===== config.mk =====
export PLATFORM = sky130hd
export DESIGN_NAME = gate_test_sequencer
export DESIGN_NICKNAME = d
export VERILOG_FILES = /design/src/rtl/gate_test_sequencer.sv
export SDC_FILE = /design/constraint.sdc
export NUM_CORES = 1
export LEC_CHECK = 0
export BUFFER_PORTS_ARGS = -buffer_cell sky130_fd_sc_hd__buf_2
export CAP_MARGIN = 15
export CORE_MARGIN = 5
export CORE_UTILIZATION = 53
export CTS_CLUSTER_DIAMETER = 150
export DETAILED_ROUTE_END_ITERATION = 8
export GPL_TIMING_DRIVEN = 0
export PLACE_DENSITY = 0.76
export SLEW_MARGIN = 15
export SYNTH_ARGS = -nofsm -noshare
export SYNTH_HDL_FRONTEND = slang
export SYNTH_SLANG_ARGS = --single-unit

===== constraint.sdc =====
create_clock -name clk -period 3 [get_ports clk]
set_clock_uncertainty 0.15 [all_clocks]
set_input_delay 0.45 -clock clk [delete_from_list [all_inputs] [get_ports clk]]
set_output_delay 0.45 -clock clk [all_outputs]
set_load 0.05 [all_outputs]

===== src/rtl/gate_test_sequencer.sv =====
// Self-checking stimulus sequencer for a 2-input gate: walks {a,b}=00..11,
// waits a settle window, compares gate_y against TRUTH and reports the result.
module gate_test_sequencer #(
  parameter logic [3:0] TRUTH         = 4'b1000,
  parameter int         SETTLE_CYCLES = 2
) (
  input  logic       clk,
  input  logic       rst,
  input  logic       start,
  input  logic       gate_y,
  output logic       gate_a,
  output logic       gate_b,
  output logic       busy,
  output logic       done,
  output logic       pass,
  output logic [2:0] err_count,
  output logic       fail_valid,
  output logic [1:0] first_fail_idx
);

  typedef enum logic [2:0] {
    IDLE   = 3'd0,
    APPLY  = 3'd1,
    SETTLE = 3'd2,
    SAMPLE = 3'd3,
    DONE   = 3'd4
  } state_t;

  localparam logic [3:0] SETTLE_LOAD = 4'(SETTLE_CYCLES - 1);

  state_t     state_r;
  state_t     state_s;
  logic [1:0] idx_r;
  logic [3:0] settle_cnt_r;
  logic       gate_a_r;
  logic       gate_b_r;
  logic       busy_r;
  logic       done_r;
  logic       pass_r;
  logic [2:0] err_count_r;
  logic       fail_valid_r;
  logic [1:0] first_fail_idx_r;
  logic       mismatch_s;
  logic [2:0] err_next_s;

  assign mismatch_s = (state_r == SAMPLE) && (gate_y != TRUTH[idx_r]);
  // Includes the current sample, so pass can reflect a last-vector mismatch in the done cycle.
  assign err_next_s = err_count_r + {2'b00, mismatch_s};

  assign gate_a         = gate_a_r;
  assign gate_b         = gate_b_r;
  assign busy           = busy_r;
  assign done           = done_r;
  assign pass           = pass_r;
  assign err_count      = err_count_r;
  assign fail_valid     = fail_valid_r;
  assign first_fail_idx = first_fail_idx_r;

  // FSM state register
  always_ff @(posedge clk) begin
    if (rst) begin
      state_r <= IDLE;
    end else begin
      state_r <= state_s;
    end
  end

  // FSM next-state decode
  always_comb begin
    state_s = state_r;
    case (state_r)
      IDLE: begin
        if (start) begin
          state_s = APPLY;
        end else begin
          state_s = IDLE;
        end
      end
      APPLY:  state_s = SETTLE;
      SETTLE: begin
        if (settle_cnt_r == 4'd0) begin
          state_s = SAMPLE;
        end else begin
          state_s = SETTLE;
        end
      end
      SAMPLE: begin
        if (idx_r == 2'd3) begin
          state_s = DONE;
        end else begin
          state_s = APPLY;
        end
      end
      DONE:    state_s = IDLE;
      default: state_s = IDLE;
    endcase
  end

  // Vector drive, settle timing and result registers
  always_ff @(posedge clk) begin
    if (rst) begin
      idx_r            <= 2'd0;
      settle_cnt_r     <= 4'd0;
      gate_a_r         <= 1'b0;
      gate_b_r         <= 1'b0;
      busy_r           <= 1'b0;
      done_r           <= 1'b0;
      pass_r           <= 1'b0;
      err_count_r      <= 3'd0;
      fail_valid_r     <= 1'b0;
      first_fail_idx_r <= 2'd0;
    end else begin
      done_r <= 1'b0;
      case (state_r)
        IDLE: begin
          if (start) begin
            busy_r           <= 1'b1;
            idx_r            <= 2'd0;
            pass_r           <= 1'b0;
            err_count_r      <= 3'd0;
            fail_valid_r     <= 1'b0;
            first_fail_idx_r <= 2'd0;
          end
        end
        APPLY: begin
          gate_a_r     <= idx_r[1];
          gate_b_r     <= idx_r[0];
          settle_cnt_r <= SETTLE_LOAD;
        end
        SETTLE: begin
          if (settle_cnt_r != 4'd0) begin
            settle_cnt_r <= settle_cnt_r - 4'd1;
          end
        end
        SAMPLE: begin
          err_count_r <= err_next_s;
          if (mismatch_s && !fail_valid_r) begin
            fail_valid_r     <= 1'b1;
            first_fail_idx_r <= idx_r;
          end
          if (idx_r == 2'd3) begin
            done_r   <= 1'b1;
            busy_r   <= 1'b0;
            pass_r   <= (err_next_s == 3'd0);
            gate_a_r <= 1'b0;
            gate_b_r <= 1'b0;
            idx_r    <= 2'd0;
          end else begin
            idx_r <= idx_r + 2'd1;
          end
        end
        DONE: begin
          busy_r <= 1'b0;
        end
        default: begin
          busy_r <= 1'b0;
        end
      endcase
    end
  end

endmodule


==> flow_summary_export.csv, run 1 <==
group,metric,value,unit
setup_path,cp-start-kind,"flop",
sta,final.setup.worst_slack,0.4668,ns
drt,via_per_inst,5.779,
drt,drc,0,
synthesis,synth_fp_nets,116,
drt,final_antenna_net_count,0,
place,hpwl,1473,um
sta,layout_worst_path_cycle_share,84.44,%
setup_path,cp.arrival,2.63,ns
setup_path,rrSetupSlack,0.47,ns
die,rows,15,
sta,rsz0062_at_grt,"false",
cells_and_area,final_cell_mix,"dfxtp_1 (20), buf_2 (15), a21oi_1 (12), nand2_1 (10), nand3_1 (8)",
global_routing,gr-total-overflow,0,
pwr,peakVddDrop,468.5,uV
cts,clock-sinks,20,
hold_path,whs_endpoint,"busy$_SDFFE_PP0P_",
flow_run,drv_cap,0,
global_routing,grt_use_total,16.24,%
cts,post_cts_resized,0,
hold_path,holdPathStages,3,
setup_path,cp-end-kind,"flop",
cts,cts_root_buf,"clkbuf_4",
pwr,leakage,0.0004421,uW
setup_path,crit_fanout,10,
synthesis,seq_area_frac_synth,41.83,%
die,pin_count,15,
cells_and_area,final_layout_size_suffix_gt1_share,20.16,%
die,fp.dieW,52.50,um
die,dieArea,2756,um^2
cts,cts.path.max_buffers,2,
synthesis,syn_avg_cell_area,8.945,um^2
pwr,p_per_area,716.6,nW/um^2
outcome,status,"finished, final reports clean",
cts,cts_max_level,1,
synthesis,synthCells,107,
hold_path,worstHoldStart,"start",
setup_path,cp-startpoint,"state_r[2]$_SDFF_PP0_",
cells_and_area,diodes,0,
die,die_h,52.50,um
cts,cts_hold_buffers,0,
global_routing,grt_max_degree,13,
place,io_buffer_count,13,
sta,final.min_clock_period,2.533,ns
setup_path,critPathKind,"reg -> reg",
sta,fmax,394.8,MHz
sta,fin_setup_tns,0,ns
drt,vias,861,
place,gp_congestion,0.8177,
drt,routed_wl,1999,um
sta,setup_viol,0,
synthesis,synth-seq-cells,20,
global_routing,grt_pass1_vias,817,
sta,finalHoldViolations,0,
cells_and_area,layout_commonest_cell,"dfxtp_1",
setup_path,reg2reg_from,"state_r[2]$_SDFF_PP0_",
drt,drt_pass1_iterations,4,
synthesis,synthDistinctLibCells,36,
cts,cts_setup_buffers,0,
setup_path,cp.required,3.10,ns
hold_path,hold_class,"in -> reg",
sta,worstMarginPinSlew,0.4887,ns
cells_and_area,nets,134,
global_routing,antenna_found_initial,0,
sta,max-slew-margin-rel,67.35,%
cts,cts-buffers-inserted,3,
cts,path_clk_slew,0.12,ns
drt,initialDrtViolationCount,21,
cts,insertion_delay,0.30,ns
sta,slew_violations,0,
place,post-place-ws,0.4777,ns
synthesis,syn_area,957.2,um^2
cts,cts_tree,"built",
die,core,1727,um^2
die,start_util,55.43,%
drt,wl_per_cell,13.42,um
cells_and_area,syn_to_final_growth,15.56,%
global_routing,grt_pass1_wl,3436,um
synthesis,yosys_warnings,0,
setup_path,rr_endpoint,"pass$_SDFFE_PP0P_",
cells_and_area,final_util,64.06,%
setup_path,reg2reg_depth,7,
cells_and_area,fillers,157,
-- area by class of cell --
class	count	area, um^2	area share (%)
clock inverter	1	30.03	2.715
sequential	20	400.4	36.20
buffer	6	25.02	2.262
inverter	4	15.01	1.357
timing repair buffer	13	65.06	5.882
tap	25	31.28	2.828
multi-input combinational	77	516.7	46.72
clock buffer	3	22.52	2.036
-- worst max-delay path by stage --
stage | end | depth (start not counted) | slack, ns
floorplan | pass$_SDFFE_PP0P_ | 7 | 0.80
global placement | pass$_SDFFE_PP0P_ | 7 | 0.51
detailed placement | pass$_SDFFE_PP0P_ | 7 | 0.48
CTS | pass$_SDFFE_PP0P_ | 7 | 0.45
global route | pass$_SDFFE_PP0P_ | 7 | 0.28
finish | pass$_SDFFE_PP0P_ | 7 | 0.47
-- logic make-up after synthesis --
family | Yosys count | share of synthesized area, %
compound gates | 24 | 15.43
flops | 20 | 41.83
mux | 1 | 1.046
fa+ha+maj | 5 | 6.536
buf+inv | 10 | 4.182
xor+xnor | 3 | 2.746
simple gates | 44 | 28.24
-- critical path: stages (launching register included) --
cell	delay, ns
dfxtp_1	0.44
clkbuf_1	0.34
nand3b_1	0.33
nor2_1	0.10
ha_1	0.19
ha_1	0.28
or4_1	0.52
a21oi_1	0.13
-- synth_stat cells --
cell | n | area (um^2)
a211oi_1 | 2 | 15.01
a21boi_0 | 1 | 7.510
a21oi_1 | 12 | 60.06
a2bb2oi_1 | 1 | 8.760
a311oi_1 | 1 | 8.760
and3b_1 | 1 | 8.760
and4bb_2 | 1 | 12.51
buf_2 | 2 | 10.01
clkbuf_1 | 4 | 15.01
dfxtp_1 | 20 | 400.4
ha_1 | 5 | 62.56
inv_1 | 4 | 15.01
mux2i_1 | 1 | 10.01
nand2_1 | 10 | 37.54
nand2b_1 | 1 | 6.260
nand3_1 | 8 | 40.04
nand3b_1 | 1 | 7.510
nand4b_1 | 1 | 8.760
nand4bb_1 | 1 | 11.26
nor2_1 | 3 | 11.26
nor3_1 | 1 | 5.000
nor3b_1 | 3 | 22.52
nor4_1 | 1 | 6.260
nor4b_1 | 1 | 8.760
o2111ai_1 | 2 | 17.52
o211ai_1 | 1 | 7.510
o21ai_0 | 3 | 15.01
o31ai_1 | 1 | 7.510
or2_2 | 1 | 6.260
or3_1 | 2 | 12.51
or3_2 | 1 | 7.510
or3b_2 | 2 | 17.52
or4_1 | 4 | 30.03
or4b_2 | 1 | 10.01
xnor2_1 | 2 | 17.52
xor2_1 | 1 | 8.760
-- routing by layer --
layer	global-route usage (%)	vias up	routed length, um
li1	-	430	-
met5	0	-	0
met3	3.704	5	97
met1	21.04	401	934
met2	27.07	25	937
met4	3.830	0	29
-- sequential cells by signal, indices dropped and copies added (netlist names) --
register	flops
fail_valid	1
busy	1
gate_a	1
done	1
err_count	3
idx_r	2
state_r	3
settle_cnt_r	4
pass	1
gate_b	1
first_fail_idx	2
-- power breakdown --
part | total (uW) | internal, uW | switching (uW)
sequential | 327 | 300 | 27.3
combinational | 243 | 103 | 139
clock | 222 | 135 | 87.2
-- through the flow --
| stage | std cells | cell area [um^2] | hold WS, ns | power (uW) |
|---|---|---|---|---|
| 6_report | 149 | 1106 | 0.3204 | 792.6 |
| 5_1_grt | 149 | 1106 | 0.3328 | 842.9 |
| 4_1_cts | 149 | 1106 | 0.3193 | 795.9 |
| 3_5_place_dp | 145 | 1054 | 0.3087 | 576.7 |
| 3_3_place_gp | 145 | 1054 | 0.3044 | 566.7 |
| 2_1_floorplan | 107 | 957.2 | 0.3118 | 523.5 |
(Power assumes the default switching activity.)
==> inputs of run 2 (changes only) <==
Settings changed: CORE_UTILIZATION 53 to 48, PLACE_DENSITY 0.76 to 0.73.
Clock period 3 ns to 2.3 ns, I/O delays scaled along.
==> run 2 against run 1 <==
  * Hold slack worse by 0.11 ns
  * Global-route usage increased by 0.42 points
  * Sequential share of layout area down 1.2 points
  * Non-clock buffer count is 1 higher
  * Utilization shrank 4.0 points
  * Largest cell class unchanged
  * Register-to-register slack lost 0.33 ns
==> flow_summary_export.csv, run 2 (synthesis results as in run 1) <==
group,metric,value,unit
drt,via_per_inst,5.816,
die,rows,16,
setup_path,cp-start-kind,"flop",
sta,layout_worst_path_cycle_share,94.01,%
hold_path,holdPathStages,3,
cts,cts_root_buf,"clkbuf_4",
pwr,p_sw,344.8,uW
setup_path,rrSetupSlack,0.14,ns
drt,wl_met1,954,um
global_routing,grt_pass1_vias,841,
setup_path,rr_endpoint,"pass$_SDFFE_PP0P_",
hold_path,whs_endpoint,"busy$_SDFFE_PP0P_",
pwr,pwr-share-clk,28.0,%
drt,wl_per_cell,14.09,um
setup_path,reg2reg_depth,7,
place,hpwl,1473,um
sta,final.setup.worst_slack,0.1378,ns
place,post-place-ws,-0.2076,ns
die,start_util,49.80,%
drt,drc,0,
pwr,p_per_area,911.8,nW/um^2
pwr,leakage,0.0004536,uW
cts,cts_tree,"built",
pwr,peakVddDrop,476.9,uV
cells_and_area,largest_reg_flops,4,
cts,cts-buffers-inserted,3,
sta,fmax,462.5,MHz
cts,cts_hold_buffers,0,
cts,path_clk_slew,0.13,ns
pwr,seqPwrFrac,40.8,%
sta,finalHoldViolations,0,
setup_path,cp-end-kind,"flop",
pwr,switching_share,32.75,%
die,fp.dieW,54.66,um
place,gp_congestion,0.7500,
global_routing,gr-total-overflow,0,
drt,drt_pass1_iterations,4,
drt,maxUsedRoutingLayer,"met3",
cts,clock-sinks,20,
setup_path,cp.arrival,2.27,ns
die,die_h,54.66,um
flow_run,drv_cap,0,
cts,cts.path.max_buffers,2,
die,pin_count,15,
cells_and_area,diodes,0,
hold_path,worstHoldStart,"start",
sta,max-slew-margin-rel,65.89,%
drt,initialDrtViolationCount,19,
die,core,1922,um^2
outcome,status,"finished, final reports clean",
pwr,power.internal,708.2,uW
cells_and_area,final_cell_mix,"dfxtp_1 (17), buf_2 (15), a21oi_1 (12), nand2_1 (10), nand3_1 (8)",
cts,insertion_delay,0.31,ns
cells_and_area,layout_commonest_cell,"dfxtp_1",
setup_path,cp-startpoint,"idx_r[0]$_SDFFE_PP0P_",
setup_path,crit_fanout,5,
pwr,power,1053,uW
cells_and_area,syn_to_final_growth,20.65,%
cells_and_area,regMostFlops,"settle_cnt_r",
drt,routed_wl,2141,um
global_routing,grt_pass1_wl,3594,um
pwr,p_comb_share,31.2,%
setup_path,critPathKind,"reg -> reg",
drt,final_antenna_net_count,0,
hold_path,hold_class,"in -> reg",
place,io_buffer_count,13,
sta,setup_viol,0,
sta,slew_violations,0,
global_routing,grt_use_total,16.67,%
die,dieArea,2987,um^2
setup_path,cp.required,2.40,ns
sta,worstMarginPinSlew,0.5106,ns
drt,vias,884,
setup_path,reg2reg_from,"idx_r[0]$_SDFFE_PP0P_",
cells_and_area,final_layout_size_suffix_gt1_share,25.60,%
global_routing,grt_max_degree,13,
sta,final.min_clock_period,2.162,ns
drt,dr_wl_met3,102,um
cells_and_area,nets,135,
cts,cts_max_level,1,
drt,wl_met2,1084,um
global_routing,antenna_found_initial,0,
[run 2: cell count changes in the layout (fill, tap and decap cells not counted), sizes merged]
cell and change:
buf +2, clkbuf -1
[run 2: layout make-up]
cell class              count  area [um^2]
inverters                   4        15.01
fillers                   172        767.0
repair buffers             15        80.08
multi-input cells          77        548.0
plain buffers               5        21.27
flip-flops and latches     20        404.1
well taps                  27        33.78
clock inverters             1        30.03
clock buffers               3        22.52
[run 2: worst max path at each step]
stage	end	slack [ns]	depth (start not counted)
floorplan	pass$_SDFFE_PP0P_	0.10	7
global placement	pass$_SDFFE_PP0P_	-0.18	7
detailed placement	pass$_SDFFE_PP0P_	-0.21	7
CTS	pass$_SDFFE_PP0P_	0.02	7
global route	pass$_SDFFE_PP0P_	-0.004	7
finish	pass$_SDFFE_PP0P_	0.14	7
[run 2: critical path, stage by stage, from the launching register on]
cell	delay, ns
dfxtp_2	0.41
ha_4	0.21
xnor2_4	0.14
nor2_1	0.06
ha_1	0.19
ha_1	0.28
or4_1	0.54
a21oi_1	0.14
[run 2: power groups by stage]
stage | clock [uW] | combinational [uW] | sequential, uW
global placement | 0 | 306 | 433
finish | 295 | 328 | 430
detailed placement | 0 | 316 | 437
floorplan | 0 | 240 | 442
CTS | 297 | 323 | 429
global route | 311 | 371 | 437
[run 2: metrics by stage]
step | instance area, um^2 | hold slack (ns) | std cells | setup TNS [ns] | util [%]
5_1_grt | 1155 | 0.2603 | 152 | -0.004418 | 60.09
6_report | 1155 | 0.2124 | 152 | 0 | 60.09
2_1_floorplan | 957.2 | 0.3118 | 107 | 0 | -
4_1_cts | 1129 | 0.2092 | 152 | 0 | 58.72
3_3_place_gp | 1056 | 0.3062 | 147 | -0.1847 | 54.95
3_5_place_dp | 1056 | 0.3083 | 147 | -0.2076 | 54.95
[run 2: what timing repair did]
action                                  in CTS  in global routing
pin swaps                                    1                  0
setup buffers                                1                  1
endpoints found under the setup margin       1                  1
gates resized for setup                      4                  4
[run 2: routing by layer]
metal,track usage (%),vias to the layer above
met5,0,-
met4,6.224,0
met3,3.542,0
met2,29.72,26
met1,19.14,426
li1,-,432
